**src/rtl/clkdiv_pkg.sv**
```systemverilog
// Shared definitions for the multi-channel clock divider.
// Contents: default counter width, reset half-period, output mode enum.
package clkdiv_pkg;

  localparam int unsigned CLKDIV_CNT_W   = 22;
  localparam int unsigned CLKDIV_DEF_DIV = 50;

  typedef enum logic {
    MODE_TOGGLE = 1'b0,
    MODE_PULSE  = 1'b1
  } clkdiv_mode_e;

endpackage

```
**src/rtl/clkdiv_chan.sv**
```systemverilog
// One divider channel: counter, active/shadow configuration, pending flag,
// registered outclk and tick.
// Optional feature macro: CLKDIV_SYNC_EN adds the sync phase-align input.
// Ports:
//   inclk, rst      clock, async active-low reset
//   en              channel run enable
//   sync            phase-align strobe (CLKDIV_SYNC_EN only)
//   wr              accepted configuration write for this channel
//   wr_div, wr_mode new half-period and mode for the shadow
//   outclk, tick    divided output and wrap strobe (registered)
//   pending         shadow holds a configuration not yet applied
module clkdiv_chan
  import clkdiv_pkg::*;
#(
  parameter int unsigned CNT_W   = CLKDIV_CNT_W,
  parameter int unsigned DEF_DIV = CLKDIV_DEF_DIV
) (
  input  logic             inclk,
  input  logic             rst,
  input  logic             en,
`ifdef CLKDIV_SYNC_EN
  input  logic             sync,
`endif
  input  logic             wr,
  input  logic [CNT_W-1:0] wr_div,
  input  clkdiv_mode_e     wr_mode,
  output logic             outclk,
  output logic             tick,
  output logic             pending
);

  logic [CNT_W-1:0] count_q, count_d;
  logic [CNT_W-1:0] act_div_q, act_div_d;
  logic [CNT_W-1:0] sh_div_q, sh_div_d;
  logic [CNT_W-1:0] hp_m1;
  clkdiv_mode_e     act_mode_q, act_mode_d;
  clkdiv_mode_e     sh_mode_q, sh_mode_d;
  logic             outclk_d, tick_d, pending_d;
  logic             wrap, apply, restart;

  // A divisor of 0 behaves as 1, so the terminal count is 0 in both cases.
  assign hp_m1 = (act_div_q == '0) ? '0 : act_div_q - CNT_W'(1);
  assign wrap  = (count_q == hp_m1);

  // Disable and sync share one action: zero the phase and apply any shadow.
`ifdef CLKDIV_SYNC_EN
  assign restart = ~en | sync;
`else
  assign restart = ~en;
`endif

  // Next-state: restart beats wrap; the wrap action uses the old mode.
  always_comb begin
    count_d    = count_q;
    outclk_d   = outclk;
    tick_d     = 1'b0;
    apply      = 1'b0;
    if (restart) begin
      count_d  = '0;
      outclk_d = 1'b0;
      apply    = pending;
    end else if (wrap) begin
      count_d  = '0;
      tick_d   = 1'b1;
      outclk_d = (act_mode_q == MODE_PULSE) ? 1'b1 : ~outclk;
      apply    = pending;
    end else begin
      count_d  = count_q + CNT_W'(1);
      if (act_mode_q == MODE_PULSE) begin
        outclk_d = 1'b0;
      end
    end

    act_div_d  = apply ? sh_div_q  : act_div_q;
    act_mode_d = apply ? sh_mode_q : act_mode_q;
    sh_div_d   = wr ? wr_div  : sh_div_q;
    sh_mode_d  = wr ? wr_mode : sh_mode_q;
    // wr is only possible while pending is clear, so a write landing on a
    // wrap edge stays pending until the following wrap.
    pending_d  = wr | (pending & ~apply);
  end

  // State register.
  always_ff @(posedge inclk or negedge rst) begin
    if (!rst) begin
      count_q    <= '0;
      act_div_q  <= CNT_W'(DEF_DIV);
      act_mode_q <= MODE_TOGGLE;
      sh_div_q   <= CNT_W'(DEF_DIV);
      sh_mode_q  <= MODE_TOGGLE;
      pending    <= 1'b0;
      outclk     <= 1'b0;
      tick       <= 1'b0;
    end else begin
      count_q    <= count_d;
      act_div_q  <= act_div_d;
      act_mode_q <= act_mode_d;
      sh_div_q   <= sh_div_d;
      sh_mode_q  <= sh_mode_d;
      pending    <= pending_d;
      outclk     <= outclk_d;
      tick       <= tick_d;
    end
  end

endmodule

```
**src/rtl/clkdiv_multi.sv**
```systemverilog
// Multi-channel programmable clock divider / clock-enable generator.
// Optional feature macro: CLKDIV_SYNC_EN adds the sync input that restarts
// all enabled channels in phase.
// Ports:
//   inclk, rst          clock, async active-low reset
//   en[CHANNELS]        per-channel run enable
//   cfg_valid/cfg_ready configuration handshake (cfg_ready is combinational)
//   cfg_chan            target channel
//   cfg_div, cfg_mode   new half-period and mode (0 toggle, 1 pulse)
//   sync                phase-align strobe (CLKDIV_SYNC_EN only)
//   outclk, tick        divided outputs and wrap strobes (registered)
//   pending             per-channel shadow not yet applied
module clkdiv_multi
  import clkdiv_pkg::*;
#(
  parameter int unsigned CHANNELS = 4,
  parameter int unsigned CNT_W    = CLKDIV_CNT_W,
  parameter int unsigned DEF_DIV  = CLKDIV_DEF_DIV
) (
  input  logic                                         inclk,
  input  logic                                         rst,
  input  logic [CHANNELS-1:0]                          en,
  input  logic                                         cfg_valid,
  output logic                                         cfg_ready,
  input  logic [$clog2(CHANNELS > 1 ? CHANNELS : 2)-1:0] cfg_chan,
  input  logic [CNT_W-1:0]                             cfg_div,
  input  logic                                         cfg_mode,
`ifdef CLKDIV_SYNC_EN
  input  logic                                         sync,
`endif
  output logic [CHANNELS-1:0]                          outclk,
  output logic [CHANNELS-1:0]                          tick,
  output logic [CHANNELS-1:0]                          pending
);

  localparam int unsigned SEL_W = $clog2(CHANNELS > 1 ? CHANNELS : 2);

  logic [CHANNELS-1:0] hit;
  logic [CHANNELS-1:0] wr;

  // An out-of-range cfg_chan hits no channel, so cfg_ready stays low.
  assign cfg_ready = |(hit & ~pending);
  assign wr        = hit & {CHANNELS{cfg_valid & cfg_ready}};

  for (genvar g = 0; g < CHANNELS; g++) begin : g_chan
    assign hit[g] = (cfg_chan == SEL_W'(g));

    clkdiv_chan #(
      .CNT_W   (CNT_W),
      .DEF_DIV (DEF_DIV)
    ) u_chan (
      .inclk   (inclk),
      .rst     (rst),
      .en      (en[g]),
`ifdef CLKDIV_SYNC_EN
      .sync    (sync),
`endif
      .wr      (wr[g]),
      .wr_div  (cfg_div),
      .wr_mode (clkdiv_mode_e'(cfg_mode)),
      .outclk  (outclk[g]),
      .tick    (tick[g]),
      .pending (pending[g])
    );
  end

endmodule

```
**config.mk**
```make
export PLATFORM = sky130hd
export DESIGN_NAME = clkdiv_multi
export DESIGN_NICKNAME = d
export VERILOG_FILES = /design/src/rtl/clkdiv_pkg.sv /design/src/rtl/clkdiv_chan.sv /design/src/rtl/clkdiv_multi.sv
export SDC_FILE = /design/constraint.sdc
export NUM_CORES = 1
export LEC_CHECK = 0
export CAP_MARGIN = 0
export CORE_ASPECT_RATIO = 0.75
export CORE_UTILIZATION = 40
export CTS_BUF_LIST = sky130_fd_sc_hd__clkbuf_16
export DETAILED_ROUTE_END_ITERATION = 10
export PLACE_DENSITY = 0.63
export RECOVER_POWER = 50
export SETUP_SLACK_MARGIN = 0.05
export SYNTH_ARGS = -nofsm -noshare
export SYNTH_HDL_FRONTEND = slang
export SYNTH_SLANG_ARGS = --single-unit
```
**constraint.sdc**
```tcl
create_clock -name inclk -period 6.8 [get_ports inclk]
set_clock_uncertainty 0.15 [all_clocks]
set_input_delay 1.36 -clock inclk [delete_from_list [all_inputs] [get_ports inclk]]
set_output_delay 1.36 -clock inclk [all_outputs]
set_load 0.05 [all_outputs]
```
==> results.sh <==
export IMPL_synthTopCellsByArea="dfrtp_1, mux2_2, xor2_1, xnor2_1, dfstp_2"
export IMPL_yosys_area_share_adder_pct=0.583
export IMPL_ys_top_cells_by_count="dfrtp_1, nor2_1, mux2_2, nand2_1, nand3_1"
export IMPL_cts_setup_buffers=0
export IMPL_fin_crit_sh_pct=78.1
export IMPL_cp_arrival_ps=5570
export IMPL_synth_top_flop_cell="dfrtp_1"
export IMPL_synth_top_area_cell="dfrtp_1"
export IMPL_setup_violations=0
export IMPL_die_area_um2=43700
export IMPL_async_reset_ff_share_pct=100
export IMPL_leakagePower_nw=7.29
export IMPL_synth_top_family_by_area="simple AND/OR/NAND/NOR gates"
export IMPL_synth_compound_area_share_pct=9.72
export IMPL_grt_ovfl_total=0
export IMPL_hold_class="reg -> reg"
export IMPL_clk_pin_slew_ps=60
export IMPL_drt_iter0_drc=1212
export IMPL_wire_per_inst_um=19.0
export IMPL_post_cts_resize_count=0
export IMPL_startpoint="g_chan[0].u_chan.act_div_q[0]$_DFFE_PN0P_"
export IMPL_required_ps=7060
export IMPL_max_freq_mhz=188
export IMPL_synth_edf_count=0
export IMPL_yosysTopAreaCellShare_pct=37.9
export IMPL_grt_max_degree=187
export IMPL_power_density_nw_per_um2=301
export IMPL_cts_tree="yes"
export IMPL_root_buffer="clkbuf_16"
export IMPL_yosys_area_share_xor_xnor_pct=8.74
export IMPL_n_fill_cell=4047
export IMPL_cts_max_level=1
export IMPL_worstMarginPinSlew_ps=4520
export IMPL_worstReg2RegStart="g_chan[0].u_chan.act_div_q[0]$_DFFE_PN0P_"
export IMPL_dieHeight_um=181
export IMPL_worstSetupPathType="reg -> reg"
export IMPL_drive_gt1_share_pct=15.1
export IMPL_violations="max-capacitance violations, max-slew violations"
export IMPL_synth_most_common_cell="dfrtp_1"
export IMPL_ys_seq_area_share_pct=41.6
export IMPL_ioPinCount=45
export IMPL_synth_cell_type_count=94
export IMPL_start_kind="flip-flop"
export IMPL_clk_latency_ps=570
export IMPL_netlist_area_um2=17200
export IMPL_rows=65
export IMPL_syn_to_final_growth_pct=8.80
export IMPL_synth_cells=1748
export IMPL_synthSimpleGateAreaFrac_pct=22.7
export IMPL_slew_headroom_pct=-201
export IMPL_core_um2=42200
export IMPL_cp_end_kind="flip-flop"
export IMPL_die_w_um=241
export IMPL_viasPerCell=5.83
export IMPL_antenna_found_initial=2
export IMPL_period_minus_slack_ps=5310
export IMPL_clock_sinks=284
export IMPL_synth_mux_area_share_pct=12.1
export IMPL_worstHoldStart="g_chan[1].u_chan.sh_div_q[18]$_DFFE_PN0P_"
export IMPL_grt_pass1_vias=12600
export IMPL_port_buffers=44
export IMPL_vias=13400
export IMPL_drc=0
export IMPL_cts_hold_buf=0
export IMPL_grt_first_pass_wirelength_mm=70.9
export IMPL_dpl_hpwl_mm=30.8
export IMPL_start_util_pct=40.6
export IMPL_hold_viol=0
export IMPL_routed_wl_mm=43.8
export IMPL_holdWs_ps=342
export IMPL_status="finished, violations left"
export IMPL_setup_tns_ps=0
export IMPL_maxCapViolCount=2
export IMPL_avgSynthCellArea_um2=9.81
export IMPL_ys_ff_latch=284
export IMPL_syn_nets=1788
export IMPL_gr_usage_all_layers_pct=20.2
export IMPL_drt_first_pass_iters=6
export IMPL_numCtsBuffers=28
export IMPL_slew_violations=124
export IMPL_gp_congestion=0.870
export IMPL_nets=1753
export IMPL_postRouteAntennaNets=0
export IMPL_ir_drop_mv=0.227
export IMPL_rsz0062_at_grt="no"
export IMPL_cts_buffer_depth=3
export IMPL_cp_max_fo=23
export IMPL_ys_warn_count=0
==> power by group <==
group	leakage [nW]	total (mW)	switching, mW	internal [mW]
registers	3.49	2.52	0.470	2.05
logic	3.36	1.60	0.816	0.788
clock network	0.440	1.49	0.688	0.805
==> sequential cells by signal, summed over array words and instances, names as in the netlist <==
signal                    flops
g_chan.u_chan.sh_div_q       88
g_chan.u_chan.act_mode_q      4
g_chan.u_chan.tick            4
g_chan.u_chan.act_div_q      88
g_chan.u_chan.count_q        88
g_chan.u_chan.pending         4
g_chan.u_chan.sh_mode_q       4
g_chan.u_chan.outclk          4
==> cell usage in the layout (no fill, tap or decap), types with 16 or more instances in the layout <==
cell type | netlist | routed
or3_1 | 51 | 51
and2_1 | 35 | 35
a222oi_1 | 19 | 19
nand3_1 | 96 | 96
mux2_2 | 140 | 140
dfstp_2 | 24 | 24
nand4_1 | 33 | 33
clkdlybuf4s50_1 | 0 | 42
a21oi_1 | 24 | 24
o21ai_0 | 40 | 40
nand2_1 | 128 | 128
clkbuf_16 | 0 | 29
nor3_1 | 75 | 75
inv_1 | 44 | 51
and3_1 | 30 | 30
nor4_1 | 21 | 21
mux2_4 | 21 | 21
or4_1 | 16 | 16
nor2_1 | 151 | 150
xnor2_1 | 75 | 75
xor2_1 | 83 | 83
dfrtp_1 | 260 | 260
==> cells by family after synthesis <==
family,count (synthesis)
flip-flops,284
buffers and inverters,164
multiplexers,177
adder cells (fa/ha/maj),8
AND/OR/NAND/NOR,730
AO/OA/AOI/OAI,222
XOR/XNOR,163
==> worst paths after layout <==
check	cells after the start	slack (ps)	end
setup / recovery	11	1490	g_chan[0].u_chan.count_q[3]$_DFF_PN0_
hold / removal	1	340	g_chan[1].u_chan.act_div_q[18]$_DFFE_PN0P_
setup reg to reg	11	1490	g_chan[0].u_chan.count_q[3]$_DFF_PN0_
hold reg to reg	1	340	g_chan[1].u_chan.act_div_q[18]$_DFFE_PN0P_
max in group asynchronous	1	1540	g_chan[2].u_chan.count_q[15]$_DFF_PN0_
min in group asynchronous	1	2350	g_chan[3].u_chan.count_q[2]$_DFF_PN0_
==> cell type report <==
class / count / area (µm²) / area share, %
Multi-Input combinational cell: 1300 / 9260 / 49.6
Sequential cell: 284 / 7140 / 38.2
Clock buffer: 29 / 726 / 3.89
Tap cell: 569 / 712 / 3.81
Timing Repair Buffer: 55 / 527 / 2.82
Inverter: 44 / 165 / 0.885
Clock inverter: 23 / 130 / 0.697
Antenna cell: 2 / 5.00 / 0.0268
==> critical path, stage by stage (launching register included) <==
cell	delay, ps
dfrtp_1	460
inv_1	130
ha_1	220
nor3b_1	690
nand4_1	590
nor2_1	730
a21oi_1	70
o311ai_0	470
o221ai_1	240
or4_1	480
o21ai_2	760
nor2_1	140
==> routing by layer <==
layer	routed length, µm	vias to the layer above	global-route usage (%)
li1	-	6286	-
met1	21600	6688	31.0
met2	18600	414	29.5
met3	2950	47	3.99
met4	645	0	3.42
met5	0	-	0
==> through the flow <==
step / setup slack [ps] / total power [mW] / instance area, µm² / std cells / utilization (%)
global route: 581 / 5.94 / 18700 / 2304 / 44.2
global placement: 1730 / 4.06 / 17800 / 2252 / 42.2
finish: 1490 / 5.62 / 18700 / 2306 / 44.2
detailed placement: 1680 / 4.12 / 17800 / 2252 / 42.2
CTS: 1670 / 5.64 / 18700 / 2304 / 44.3
floorplan: 2750 / 3.71 / 17200 / 1748 / -
No activity file was read; power rests on OpenSTA's default activity.
